File: config.mk
export PLATFORM = sky130hd
export DESIGN_NAME = arbiter_puf_engine_flat
export DESIGN_NICKNAME = d
export VERILOG_FILES = /design/src/rtl/puf_pkg.sv /design/src/rtl/arbiter_puf_engine_if.sv /design/src/rtl/puf_delay_chain.sv /design/src/rtl/arbiter_puf_engine.sv /design/src/flat_wrapper.sv
export SDC_FILE = /design/constraint.sdc
export NUM_CORES = 1
export LEC_CHECK = 0
export ABC_AREA = 0
export BUFFER_PORTS_ARGS = -buffer_cell sky130_fd_sc_hd__buf_2
export CAP_MARGIN = 20
export CORE_ASPECT_RATIO = 2
export CORE_UTILIZATION = 30
export CTS_BUF_LIST = sky130_fd_sc_hd__clkbuf_8
export CTS_CLUSTER_DIAMETER = 200
export DETAILED_ROUTE_END_ITERATION = 6
export PLACE_DENSITY_LB_ADDON = 0.05
export SYNTH_ARGS = -nofsm -noshare
export SYNTH_HDL_FRONTEND = slang
export SYNTH_SLANG_ARGS = --single-unit
File: constraint.sdc
create_clock -name clk -period 2.38 [get_ports clk]
set_clock_uncertainty 0.2 [all_clocks]
set_input_delay 0.476 -clock clk [delete_from_list [all_inputs] [get_ports clk]]
set_output_delay 0.476 -clock clk [all_outputs]
set_load 0.005 [all_outputs]
File: src/rtl/puf_pkg.sv
// rtl/puf_pkg.sv - shared types, rotate helper and parameter legality checks for the arbiter PUF engine
//
// Contents:
//   puf_state_t  controller states
//   rotl         rotate-left of the low `width` bits of a word (upper bits return zero)
//   votes_ok     VOTES must be odd and within 1..15
//   settle_ok    SETTLE_CYC must be at least 1
package puf_pkg;

    // Widest challenge the rotate helper handles; callers zero-extend into it.
    localparam int ROT_MAX_W = 256;

    typedef enum logic [2:0] {
        PUF_IDLE,
        PUF_PRECHARGE,
        PUF_LAUNCH,
        PUF_SAMPLE,
        PUF_DONE
    } puf_state_t;

    function automatic logic [ROT_MAX_W-1:0] rotl(input logic [ROT_MAX_W-1:0] word,
                                                   input int amount,
                                                   input int width);
        logic [ROT_MAX_W-1:0] mask;
        mask = ~({ROT_MAX_W{1'b1}} << width);
        // Bits pushed above `width` are masked off; the wrapped bits come back in from the right.
        return ((word << amount) | (word >> (width - amount))) & mask;
    endfunction

    function automatic bit votes_ok(input int v);
        return (v >= 1) && (v <= 15) && ((v % 2) == 1);
    endfunction

    function automatic bit settle_ok(input int s);
        return s >= 1;
    endfunction

endpackage

File: src/rtl/arbiter_puf_engine_if.sv
// rtl/arbiter_puf_engine_if.sv - request/response handshake bundle of the arbiter PUF engine
//
// Signals:
//   start, challenge      request and its challenge word (requester -> engine)
//   busy                  engine is working on a request
//   resp_valid/resp_ready response handshake
//   response, unstable    majority-voted response and per-bit instability mask
interface arbiter_puf_engine_if #(
    parameter int STAGES = 64,
    parameter int RESP_W = 32
) ();
    logic              start;
    logic [STAGES-1:0] challenge;
    logic              busy;
    logic              resp_valid;
    logic              resp_ready;
    logic [RESP_W-1:0] response;
    logic [RESP_W-1:0] unstable;

    modport master (
        output start, challenge, resp_ready,
        input  busy, resp_valid, response, unstable
    );

    modport slave (
        input  start, challenge, resp_ready,
        output busy, resp_valid, response, unstable
    );
endinterface

File: src/rtl/puf_delay_chain.sv
// rtl/puf_delay_chain.sv - crossed-MUX arbiter delay chain with clearable arbiter latch
//
// Ports:
//   launch     rising edge driven into both chain inputs
//   challenge  bit k selects straight (0) or crossed (1) routing at stage k
//   arb_clr    holds the arbiter latch at 0
//   arb_out    1 when the top path arrived first, 0 when the bottom path did
(* dont_touch = "true" *)
module puf_delay_chain #(
    parameter int STAGES = 64
) (
    input  logic              launch,
    input  logic [STAGES-1:0] challenge,
    input  logic              arb_clr,
    output logic              arb_out
);
    logic [STAGES:0] top_path;
    logic [STAGES:0] bot_path;
    logic            arb_q;

    assign top_path[0] = launch;
    assign bot_path[0] = launch;

    for (genvar k = 0; k < STAGES; k++) begin : g_stage
        assign top_path[k+1] = challenge[k] ? bot_path[k] : top_path[k];
        assign bot_path[k+1] = challenge[k] ? top_path[k] : bot_path[k];
    end

    // Latch captures whichever path rises first; once both are high neither
    // input differs, so the first decision is held until the next clear.
    always_latch begin
        if (arb_clr) begin
            arb_q <= 1'b0;
        end else if (top_path[STAGES] ^ bot_path[STAGES]) begin
            arb_q <= top_path[STAGES];
        end
    end

    assign arb_out = arb_q;
endmodule

File: src/rtl/arbiter_puf_engine.sv
// rtl/arbiter_puf_engine.sv - arbiter PUF controller: precharge/launch/sample sequencing and majority voting
//
// Ports:
//   clk, rst  clock and synchronous active-high reset
//   bus       slave side of arbiter_puf_engine_if (start/challenge in,
//             busy/resp_valid/response/unstable out, resp_ready in)
module arbiter_puf_engine
    import puf_pkg::*;
#(
    parameter int STAGES     = 64,
    parameter int RESP_W     = 32,
    parameter int VOTES      = 5,
    parameter int SETTLE_CYC = 4
) (
    input  logic                 clk,
    input  logic                 rst,
    arbiter_puf_engine_if.slave  bus
);
    localparam int CNT_W = $clog2(VOTES + 1);
    localparam int BI_W  = $clog2(RESP_W + 1);
    localparam int PH_W  = $clog2(SETTLE_CYC + 1);
    localparam int ROT_W = $clog2(STAGES);

    if (!votes_ok(VOTES)) begin : g_bad_votes
        $error("VOTES must be odd and within 1..15");
    end
    if (!settle_ok(SETTLE_CYC)) begin : g_bad_settle
        $error("SETTLE_CYC must be at least 1");
    end
    if (STAGES < 2 || STAGES > ROT_MAX_W) begin : g_bad_stages
        $error("STAGES out of supported range");
    end

    puf_state_t        state, next_state;
    logic [STAGES-1:0] chal_q;
    logic [STAGES-1:0] chain_chal;
    logic [ROT_W-1:0]  rot_amt;
    logic [BI_W-1:0]   bit_idx;
    logic [CNT_W-1:0]  vote_cnt, ones_cnt, ones_next;
    logic [PH_W-1:0]   phase_cnt;
    logic [RESP_W-1:0] response_q, unstable_q;
    logic              busy_q, valid_q;
    logic              launch, arb_clr, arb_out;
    logic              phase_end, last_vote, last_bit, handshake;

    assign phase_end = (phase_cnt == PH_W'(SETTLE_CYC - 1));
    assign last_vote = (vote_cnt == CNT_W'(VOTES - 1));
    assign last_bit  = (bit_idx == BI_W'(RESP_W - 1));
    assign handshake = valid_q && bus.resp_ready;
    assign ones_next = ones_cnt + CNT_W'(arb_out);

    // rot_amt tracks bit_idx mod STAGES, so the chain challenge only moves on commit.
    assign chain_chal = STAGES'(rotl(ROT_MAX_W'(chal_q), int'(rot_amt), STAGES));

    puf_delay_chain #(.STAGES(STAGES)) u_chain (
        .launch    (launch),
        .challenge (chain_chal),
        .arb_clr   (arb_clr),
        .arb_out   (arb_out)
    );

    always_ff @(posedge clk) begin
        if (rst) state <= PUF_IDLE;
        else     state <= next_state;
    end

    always_comb begin
        next_state = state;
        case (state)
            PUF_IDLE:      if (bus.start) next_state = PUF_PRECHARGE;
            PUF_PRECHARGE: if (phase_end) next_state = PUF_LAUNCH;
            PUF_LAUNCH:    if (phase_end) next_state = PUF_SAMPLE;
            PUF_SAMPLE:    next_state = (last_vote && last_bit) ? PUF_DONE : PUF_PRECHARGE;
            PUF_DONE:      if (handshake) next_state = PUF_IDLE;
            default:       next_state = PUF_IDLE;
        endcase
    end

    // Launch stays high through SAMPLE and the latch is released only then,
    // so the arbiter decision is still held when it is sampled.
    always_comb begin
        launch  = 1'b0;
        arb_clr = 1'b1;
        if (state == PUF_LAUNCH || state == PUF_SAMPLE) begin
            launch  = 1'b1;
            arb_clr = 1'b0;
        end
    end

    // busy/resp_valid are registered one cycle behind the state so busy rises
    // the edge after acceptance; both drop on the handshake edge.
    always_ff @(posedge clk) begin
        if (rst) begin
            busy_q  <= 1'b0;
            valid_q <= 1'b0;
        end else begin
            busy_q  <= (state != PUF_IDLE) && !handshake;
            valid_q <= (state == PUF_DONE) && !handshake;
        end
    end

    always_ff @(posedge clk) begin
        if (rst) begin
            chal_q     <= '0;
            rot_amt    <= '0;
            bit_idx    <= '0;
            vote_cnt   <= '0;
            ones_cnt   <= '0;
            phase_cnt  <= '0;
            response_q <= '0;
            unstable_q <= '0;
        end else begin
            case (state)
                PUF_IDLE: begin
                    if (bus.start) begin
                        chal_q     <= bus.challenge;
                        rot_amt    <= '0;
                        bit_idx    <= '0;
                        vote_cnt   <= '0;
                        ones_cnt   <= '0;
                        phase_cnt  <= '0;
                        response_q <= '0;
                        unstable_q <= '0;
                    end
                end
                PUF_PRECHARGE, PUF_LAUNCH: begin
                    phase_cnt <= phase_end ? '0 : phase_cnt + PH_W'(1);
                end
                PUF_SAMPLE: begin
                    if (!last_vote) begin
                        ones_cnt <= ones_next;
                        vote_cnt <= vote_cnt + CNT_W'(1);
                    end else begin
                        for (int i = 0; i < RESP_W; i++) begin
                            if (bit_idx == BI_W'(i)) begin
                                response_q[i] <= (ones_next > CNT_W'(VOTES / 2));
                                unstable_q[i] <= (ones_next != '0) && (ones_next != CNT_W'(VOTES));
                            end
                        end
                        vote_cnt <= '0;
                        ones_cnt <= '0;
                        if (!last_bit) begin
                            bit_idx <= bit_idx + BI_W'(1);
                            rot_amt <= (rot_amt == ROT_W'(STAGES - 1)) ? '0 : rot_amt + ROT_W'(1);
                        end
                    end
                end
                default: ;
            endcase
        end
    end

    assign bus.busy       = busy_q;
    assign bus.resp_valid = valid_q;
    assign bus.response   = response_q;
    assign bus.unstable   = unstable_q;
endmodule

File: src/flat_wrapper.sv
// flat-port wrapper written by rule: the top's interface ports become plain ports
module arbiter_puf_engine_flat import puf_pkg::*;
#(
    parameter int STAGES     = 64,
    parameter int RESP_W     = 32,
    parameter int VOTES      = 5,
    parameter int SETTLE_CYC = 4
)
  (clk, rst, bus_start, bus_challenge, bus_resp_ready, bus_busy, bus_resp_valid, bus_response, bus_unstable);
  arbiter_puf_engine_if #(.STAGES(STAGES), .RESP_W(RESP_W)) bus_i ();
  input  logic clk;
  input  logic rst;
  input wire logic [$bits(bus_i.start)-1:0] bus_start;
  input wire logic [$bits(bus_i.challenge)-1:0] bus_challenge;
  input wire logic [$bits(bus_i.resp_ready)-1:0] bus_resp_ready;
  output wire logic [$bits(bus_i.busy)-1:0] bus_busy;
  output wire logic [$bits(bus_i.resp_valid)-1:0] bus_resp_valid;
  output wire logic [$bits(bus_i.response)-1:0] bus_response;
  output wire logic [$bits(bus_i.unstable)-1:0] bus_unstable;
  assign bus_i.start = bus_start;
  assign bus_i.challenge = bus_challenge;
  assign bus_i.resp_ready = bus_resp_ready;
  assign bus_busy = bus_i.busy;
  assign bus_resp_valid = bus_i.resp_valid;
  assign bus_response = bus_i.response;
  assign bus_unstable = bus_i.unstable;
  arbiter_puf_engine #(.STAGES(STAGES), .RESP_W(RESP_W), .VOTES(VOTES), .SETTLE_CYC(SETTLE_CYC)) u_core (.clk(clk), .rst(rst), .bus(bus_i));
endmodule
==> impl_metrics.py <==
metrics = {
    "status": {
        "status": "finished, final reports clean",
    },
    "clock_tree": {
        "cts_tree": "built",
        "insertion_delay_ns": 0.25,
        "cts-root-buf": "clkbuf_8",
        "clk_pin_slew_ns": 0.07,
        "post_cts_buffers": 0,
        "cts_buffers": 3,
        "cts-htree-levels": 1,
        "hold_buffers": 0,
        "clockBufferDepth": 2,
        "clock_sinks": 17,
        "cts_resized": 0,
    },
    "hold_path": {
        "min_delay_worst_endpoint": "u_core.phase_cnt[2]",
        "hold_class": "reg -> reg",
        "hold_depth": 1,
        "hold_start": "u_core.phase_cnt[2]",
    },
    "drt": {
        "drtIter0Drc": 10,
        "drt_pre_antenna_iters": 4,
        "via_count": 978,
        "drt-total-wl_mm": 2.55,
        "drc": 0,
        "detail_route.wl_per_cell_um": 11.0,
        "ant_nets": 0,
        "avgViaCountPerCell": 4.23,
    },
    "layout": {
        "layout-drive-gt1-share_pct": 13.1,
        "instances_no_fill": 231,
        "area_growth_pct": -9.16,
        "multi_input_area_um2": 836,
        "nNetsFinal": 249,
        "ff_latch_area_um2": 340,
        "antenna_cells": 0,
        "fillers": 521,
        "final_area_um2": 1350,
    },
    "synth": {
        "synth.cell_area_um2": 1490,
        "synth_seq_cells": 17,
        "synth.distinct_cells": 40,
        "yosys_warnings": 0,
        "syn_avg_cell_area_um2": 8.76,
        "ys_seq_area_share_pct": 22.9,
        "syn_inst": 170,
    },
    "setup_path": {
        "cp_max_fo": 12,
        "cp-end-kind": "flip-flop",
        "slowest_stage": "dfxtp_1",
        "r2r_slack_ns": 0.51,
        "critPathLaunchType": "flip-flop",
        "r2r-start": "u_core.state[1]",
        "critPathMaxStageDelay_ns": 0.47,
        "crit_arrival_ns": 1.86,
        "worst-r2r-cell-count": 4,
        "crit_type": "reg -> reg",
        "worst-path-buf-inv": 0,
        "crit_required_ns": 2.37,
        "reg2reg_to": "u_core.bit_idx[5]",
        "cp_top_family": "simple AND/OR/NAND/NOR gates",
        "path_cells": "and3b_2, nor2_2, a2111oi_4, mux2i_1",
    },
    "sta": {
        "finalSetupViolCount": 0,
        "tns_ns": 0,
        "hold_violations": 0,
        "max_freq_mhz": 535,
        "fin_crit_ns": 1.87,
        "fin_crit_sh_pct": 78.6,
        "rsz0062_at_grt": "no",
        "drv_slew": 0,
    },
    "placed_design": {
        "place_area_um2": 1310,
        "hpwl_mm": 2.02,
        "place_inst": 227,
        "port_buffers": 5,
        "gp_congestion": 0.741,
    },
    "floorplanning": {
        "start_util_pct": 31.8,
        "die_y_um": 102,
        "core_um2": 4690,
        "io-pin-count": 134,
        "dieArea_um2": 5270,
        "die_w_um": 51.8,
        "placementRows": 35,
    },
    "pwr": {
        "p_leak_uw": 0.000606,
        "ir_worst_vdd_mv": 0.245,
        "total_power_uw": 934,
        "power.density_nw_per_um2": 691,
    },
    "grt": {
        "grt_pass1_wl_mm": 3.95,
        "grt_pass1_vias": 854,
        "antenna_found_initial": 0,
        "grt_overflow": 0,
        "grt_use_total_pct": 10.3,
        "grt_max_degree": 18,
    },
    "job": {
        "max-cap-violations": 0,
    },
}
[synthesized netlist by cell type]
cell / count / area (µm²)
nand2_1: 7 / 26.3
a32o_1: 1 / 10.0
dlymetal6s2s_1: 1 / 12.5
nor2_2: 1 / 6.26
dfxtp_1: 17 / 340
o21ai_1: 1 / 5.00
a211oi_2: 2 / 25.0
a221oi_2: 1 / 15.0
a21oi_1: 9 / 45.0
nor2_1: 8 / 30.0
nand2b_1: 4 / 25.0
o31a_2: 1 / 10.0
nand3_1: 4 / 20.0
a2111oi_4: 1 / 27.5
nand3b_1: 2 / 15.0
o211a_1: 2 / 20.0
clkbuf_8: 1 / 13.8
a311oi_1: 1 / 8.76
and2b_2: 1 / 8.76
a32oi_1: 1 / 8.76
or3_2: 2 / 15.0
a211oi_1: 3 / 22.5
and3b_2: 1 / 10.0
o21ai_0: 1 / 5.00
inv_1: 4 / 15.0
and3_1: 2 / 12.5
or3b_1: 1 / 8.76
o211ai_2: 1 / 12.5
buf_6: 2 / 22.5
mux2i_1: 7 / 70.1
nand4_1: 2 / 12.5
o31ai_1: 1 / 7.51
nor3_1: 1 / 5.00
nor4b_4: 1 / 23.8
conb_1: 1 / 3.75
buf_2: 1 / 5.00
or3_1: 3 / 18.8
buf_4: 64 / 480
a22oi_1: 2 / 15.0
ha_1: 4 / 50.1
[flip-flops by register name (all words and copies together), names as in the netlist]
| signal | cells |
|---|---|
| u_core.phase_cnt | 3 |
| u_core.bus.resp_valid | 1 |
| u_core.bus.busy | 1 |
| u_core.state | 3 |
| u_core.bit_idx | 6 |
| u_core.vote_cnt | 3 |
[layout make-up]
cell class | instances | area share, %
clock inverters | 1 | 0.278
well taps | 55 | 5.09
inverters | 4 | 1.11
repair buffers | 8 | 3.52
clock buffers | 3 | 3.05
multi-input cells | 143 | 61.8
flip-flops and latches | 17 | 25.2
[power breakdown]
group	internal [µW]	total, µW	switching, µW	leakage, µW
logic	144	351	207	0.000442
clock network	115	222	108	0.0000269
registers	323	361	37.8	0.000138
total	582	934	352	0.000606
[layer usage]
layer,global-route usage [%],up-vias,wire [µm]
met2,19.7,60,1420
met4,5.61,0,58
li1,-,467,-
met3,1.95,5,158
met5,0,-,0
met1,9.92,446,913
[worst max-delay path by stage]
stage	startpoint	endpoint	slack, ns	depth (start not counted)
2_1_floorplan	u_core.bit_idx[0]	u_core.bit_idx[5]	0.72	5
3_3_place_gp	bus_start	u_core.bit_idx[5]	0.32	5
3_5_place_dp	bus_start	u_core.bit_idx[5]	0.31	5
4_1_cts	u_core.state[0]	u_core.bit_idx[5]	0.48	4
5_1_grt	u_core.state[0]	u_core.bit_idx[5]	0.39	4
6_report	u_core.state[1]	u_core.bit_idx[5]	0.51	4
[placed cells by master (no fill, tap or decap), types with 5 or more instances in the layout]
cell     count
buf_2        5
nor2_1       8
dfxtp_1     17
inv_1        5
mux2i_1      7
conb_1      64
nand2_1      7
a21oi_1      9
[cell families (layout without fill, tap and decap cells)]
logic type	Yosys count	after routing	synth area share [%]
AO/OA/AOI/OAI	28	28	16.0
adder cells (fa/ha/maj)	4	4	3.36
buffers and inverters	73	16	36.9
flip-flops	17	17	22.9
multiplexers	7	7	4.71
other	1	64	0.252
AND/OR/NAND/NOR	40	40	16.0
[stage by stage]
step	utilization, %	worst slack (ns)	hold WS [ns]
floorplan	-	0.721	0.230
global placement	27.9	0.318	0.242
detailed placement	27.9	0.307	0.248
CTS	28.9	0.477	0.263
global route	28.9	0.388	0.281
finish	28.9	0.510	0.260
Note: power is estimated with default switching activity, not from simulation.
